$ cat src/rtl/device_event_arbiter.sv
// Round-robin arbiter that serialises join/leave events from NREQ requesters onto a single
// monitor strobe, keeping a shadow active-device count that saturates by rejecting events.
module device_event_arbiter #(
   parameter int unsigned NREQ    = 4,
   parameter int unsigned MAX_DEV = 200
) (
   input  logic            clk,
   input  logic            rst,
   input  logic            en,
   input  logic [NREQ-1:0] req,
   input  logic [NREQ-1:0] dir,
   output logic [NREQ-1:0] ack,
   output logic [NREQ-1:0] nack,
   output logic            change,
   output logic            on_off,
   output logic [7:0]      dev_count,
   output logic            busy
);

   localparam int unsigned PW = (NREQ > 1) ? $clog2(NREQ) : 1;

   typedef enum logic [1:0] {StIdle, StIssue, StWaitRel} state_e;

   state_e            state_q;
   logic [PW-1:0]     rr_ptr_q;
   logic [PW-1:0]     win_q;
   logic              dir_q;
   logic [NREQ-1:0]   ack_q;
   logic [NREQ-1:0]   nack_q;
   logic              change_q;
   logic              on_off_q;
   logic [7:0]        dev_count_q;
   logic              busy_q;

   logic [2*NREQ-1:0] req_rot;
   logic              win_found;
   logic [PW-1:0]     win_idx;
   logic [PW-1:0]     rr_next;
   logic              legal;
   int unsigned       sum;

   // Rotate requests so bit 0 is rr_ptr, then take the lowest set bit.
   always_comb begin
      req_rot   = {req, req} >> rr_ptr_q;
      win_found = 1'b0;
      win_idx   = '0;
      sum       = 0;
      for (int unsigned i = 0; i < NREQ; i++) begin
         if (!win_found && req_rot[i]) begin
            win_found = 1'b1;
            sum       = 32'(rr_ptr_q) + i;
            if (sum >= NREQ) begin
               sum = sum - NREQ;
            end
            win_idx = PW'(sum);
         end
      end
      rr_next = (win_idx == PW'(NREQ - 1)) ? '0 : win_idx + PW'(1);
   end

   assign legal = dir_q ? (dev_count_q < 8'(MAX_DEV)) : (dev_count_q != 8'd0);

   always_ff @(posedge clk) begin
      if (rst) begin
         state_q     <= StIdle;
         rr_ptr_q    <= '0;
         win_q       <= '0;
         dir_q       <= 1'b0;
         ack_q       <= '0;
         nack_q      <= '0;
         change_q    <= 1'b0;
         on_off_q    <= 1'b0;
         dev_count_q <= 8'd0;
         busy_q      <= 1'b0;
      end else begin
         ack_q    <= '0;
         nack_q   <= '0;
         change_q <= 1'b0;
         unique case (state_q)
            StIdle: begin
               if (en && win_found) begin
                  win_q    <= win_idx;
                  dir_q    <= dir[win_idx];
                  rr_ptr_q <= rr_next;
                  state_q  <= StIssue;
                  busy_q   <= 1'b1;
               end
            end
            StIssue: begin
               // Out-of-range events are rejected so the count never wraps.
               if (legal) begin
                  change_q     <= 1'b1;
                  on_off_q     <= dir_q;
                  ack_q[win_q] <= 1'b1;
                  dev_count_q  <= dir_q ? dev_count_q + 8'd1 : dev_count_q - 8'd1;
               end else begin
                  nack_q[win_q] <= 1'b1;
               end
               state_q <= StWaitRel;
            end
            StWaitRel: begin
               if (!req[win_q]) begin
                  state_q <= StIdle;
                  busy_q  <= 1'b0;
               end
            end
            default: begin
               state_q <= StIdle;
               busy_q  <= 1'b0;
            end
         endcase
      end
   end

   assign ack       = ack_q;
   assign nack      = nack_q;
   assign change    = change_q;
   assign on_off    = on_off_q;
   assign dev_count = dev_count_q;
   assign busy      = busy_q;

endmodule
$ cat config.mk
export PLATFORM = sky130hd
export DESIGN_NAME = device_event_arbiter
export DESIGN_NICKNAME = d
export VERILOG_FILES = /design/src/rtl/device_event_arbiter.sv
export SDC_FILE = /design/constraint.sdc
export NUM_CORES = 1
export LEC_CHECK = 0
export ABC_AREA = 1
export CAP_MARGIN = 5
export CORE_ASPECT_RATIO = 0.5
export CORE_MARGIN = 2
export CORE_UTILIZATION = 50
export DETAILED_ROUTE_END_ITERATION = 7
export PLACE_DENSITY = 0.87
export SLEW_MARGIN = 0
export SYNTH_ARGS = -nofsm -noshare
export SYNTH_HDL_FRONTEND = slang
export SYNTH_SLANG_ARGS = --single-unit
$ cat constraint.sdc
create_clock -name clk -period 5.05 [get_ports clk]
set_input_delay 1.01 -clock clk [delete_from_list [all_inputs] [get_ports clk]]
set_output_delay 1.01 -clock clk [all_outputs]
set_load 0.005 [all_outputs]
==> metrics.md <==
| Metric | Value |
|---|---|
| Status | finished, final reports clean |
| Post-layout net count | 259 |
| Arr. time, crit path | 2.62 ns |
| Post-Route Skew | 0.00711 ns |
| Compound-Gate Fraction of Synth Area | 14.4% |
| Worst min path class | reg2reg |
| GPL Wtd Cong | 0.785 |
| Pwr/cell area | 517 nW/um2 |
| Routed wire length | 3.37 mm |
| Rows | 14 |
| EDFF count, synth | 0 |
| Yosys reg bits | 26 |
| Area contributors post-synth | dfxtp_1, nand2_1, inv_1 |
| Primary FF master, synth | dfxtp_1 |
| Total number of vias | 1,453 |
| Input/output buffers | 29 |
| CTS clock-pin slew for the worst setup and hold paths | 0.09 ns |
| Largest net degree at the start of global routing | 15 |
| Final Max Tran Viols | 0 |
| Vias per std cell | 5.19 |
| Final hold vios | 0 |
| Multi-input gate area | 908 um2 |
| Setup crit end kind | flip-flop |
| Top Ports | 30 |
| Mapped Cells | 212 |
| HPWL after DPL | 2.64 mm |
| Initial core utilization | 52.8% |
| Largest family of logic cells by synthesized area | simple AND/OR/NAND/NOR gates |
| Die Wd | 83.8 um |
| Unique cell type count in the Yosys netlist | 36 |
| Post-CTS sizing | 0 |
| CTS tree | done |
| Synthesized Nets | 230 |
| Synth Cell Area | 1590 um2 |
| Unrepaired setup endpoints after global routing | false |
| Peak supply drop | 0.000239 V |
| Yosys top cell by area | dfxtp_1 |
| Most common cell in the netlist | nand2_1 |
| Ys Warns | 0 |
| Routed len/inst | 12.0 um |
| Cts bufs inserted | 3 |
| # Post-CTS Setup Buffers | 0 |
| Worst EP required | 5.21 ns |
| # fillers | 257 |
| Vias in the first global route | 1,335 |
| # DRC | 0 |
| 1st-iter DRT viols | 67 |
| Critical-path cell list | clkdlybuf4s50_1, inv_1, nand2_2, nand3_2, nand2_4, nor2_4, nand3_4, nand3_4, nor2_4, a21oi_1, a21oi_2 |
| Die area | 3680 um2 |
| Worst setup SP type | input port |
| Share of cells above drive strength 1 | 13.3% |
| Total congestion overflow | 0 |
| Register area share after synthesis | 32.7% |
| Post-synth top cells | nand2_1, inv_1, dfxtp_1 |
| Initial antenna violation count | 0 |
| Fin util | 64.9% |
| CTS max path bufs | 2 |
| Chip height | 43.9 um |
| Clock Latency Late Sink | 0.27 ns |
| Fin Setup TNS | 0 ns |
| Synth top area share | 32.7% |
| # H-tree levels | 1 |
| Simple-Gate Fraction of Synth Area | 32.9% |
| First-pass GRT wire length | 5.75 mm |
| Clk sinks | 26 |
| Rel. slew slack | 48.2% |
| Fmax | 407 MHz |
| Register area | 520 um2 |
| Post-synthesis adder-cell area fraction | 5.97% |
| Clk root buf | clkbuf_8 |
| Crit-path max cell delay | 0.46 ns |
| Max-Cap Viols | 0 |
| Placeable Area | 3010 um2 |
| Period utilization | 48.7% |
| Syn_area_per_cell | 7.51 um2 |
| CTS Hold Buffers Added | 0 |
| Worst-margin pin slew | 0.774 ns |
| Area growth syn-to-layout | 22.8% |
| Diode count | 0 |
| Multiplexer area fraction after synthesis | 0% |
| Critical path type | in2reg |
| Final worst slack | 2.59 ns |
| Critical path's slowest cell | clkdlybuf4s50_1 |
| Leak | 0.854 nW |
| CP max FO | 8 |
| Crit path time final | 2.46 ns |
| Post-Synth XOR/XNOR Area | 3.85% |
| Antenna-violating nets left | 0 |
| Drt first pass iters | 4 |
| Synth async-reset ratio | 0% |
| Pre-CTS setup slack | 2.33 ns |
| Final Setup Violations | 0 |
| Overall Global Routing Usage | 19.1% |
[logic make-up (layout without fill, tap and decap cells)]
logic type,count (synthesis),after routing
xor gates and xnor gates,7,7
AOI/OAI and AO/OA,39,39
DFF,26,26
and+or+nand+nor,96,96
buffers and inverters,37,65
adders and majority gates,7,7
[cell usage in the layout (no fill, tap or decap), types with 2 or more instances in the layout]
cell,n
nand2_1,38
a21oi_1,19
nand3_2,4
xnor2_1,4
inv_2,2
nand4_1,5
nand2_2,8
nor3_1,5
inv_1,27
nor2_1,8
nand3_1,19
nand2_4,4
clkbuf_8,4
clkdlybuf4s50_1,29
xor2_1,3
nand3_4,2
dfxtp_1,26
ha_1,6
nor2_4,2
o21ai_0,10
a22oi_1,2
[stage by stage]
step	instance area (um2)	power (mW)	cells	hold WS, ns
5_1_grt	1950	1.10	280	0.528
3_5_place_dp	1900	0.883	276	0.474
6_report	1950	1.01	280	0.493
4_1_cts	1950	1.02	280	0.501
2_1_floorplan	1590	0.747	212	0.458
3_3_place_gp	1900	0.861	276	0.476
[layout make-up]
type                            count  area share (%)
Clock buffer                        4            2.82
Tap cell                           40            2.56
Sequential cell                    26            26.6
Multi-Input combinational cell    149            46.5
Timing Repair Buffer               29            14.9
Inverter                           32            6.66
[path summary, 6_finish.rpt]
| path | startpoint | endpoint | slack (ns) | cells after the start |
|---|---|---|---|---|
| max | req[1] | rr_ptr_q[1]$_SDFFE_PP0P_ | 2.59 | 11 |
| min | busy$_SDFFE_PP0P_ | busy$_SDFFE_PP0P_ | 0.49 | 1 |
| max reg2reg | dev_count[5]$_SDFFE_PP0P_ | dev_count[5]$_SDFFE_PP0P_ | 2.95 | 7 |
| min reg2reg | busy$_SDFFE_PP0P_ | busy$_SDFFE_PP0P_ | 0.49 | 1 |
[where the power goes]
part / switching, mW / internal (mW) / total (mW)
clock network: 0.0610 / 0.0696 / 0.131
logic: 0.341 / 0.237 / 0.578
registers: 0.0577 / 0.245 / 0.303
[registers in the layout (all words and copies together), names as in the netlist]
signal,count
dev_count,8
ack,4
nack,4
rr_ptr_q,2
state_q,2
win_q,2
busy,1
change,1
dir_q,1
on_off,1
[layer usage]
| metal | up-vias | share of wire (%) | track usage, % | routed length (um) |
|---|---|---|---|---|
| met2 | 28 | 48 | 34.2 | 1610 |
| met5 | - | 0 | 0 | 0 |
| li1 | 759 | - | - | - |
| met3 | 7 | 3.4 | 3.43 | 115 |
| met4 | 0 | 1.2 | 5.48 | 41 |
| met1 | 659 | 48 | 24.4 | 1600 |
[critical path: cells and delay by family]
family          cells  cell delay [ns]
buf+inv             2             0.58
compound gates      2             0.25
simple gates        7             0.76
(Power assumes the default switching activity.)
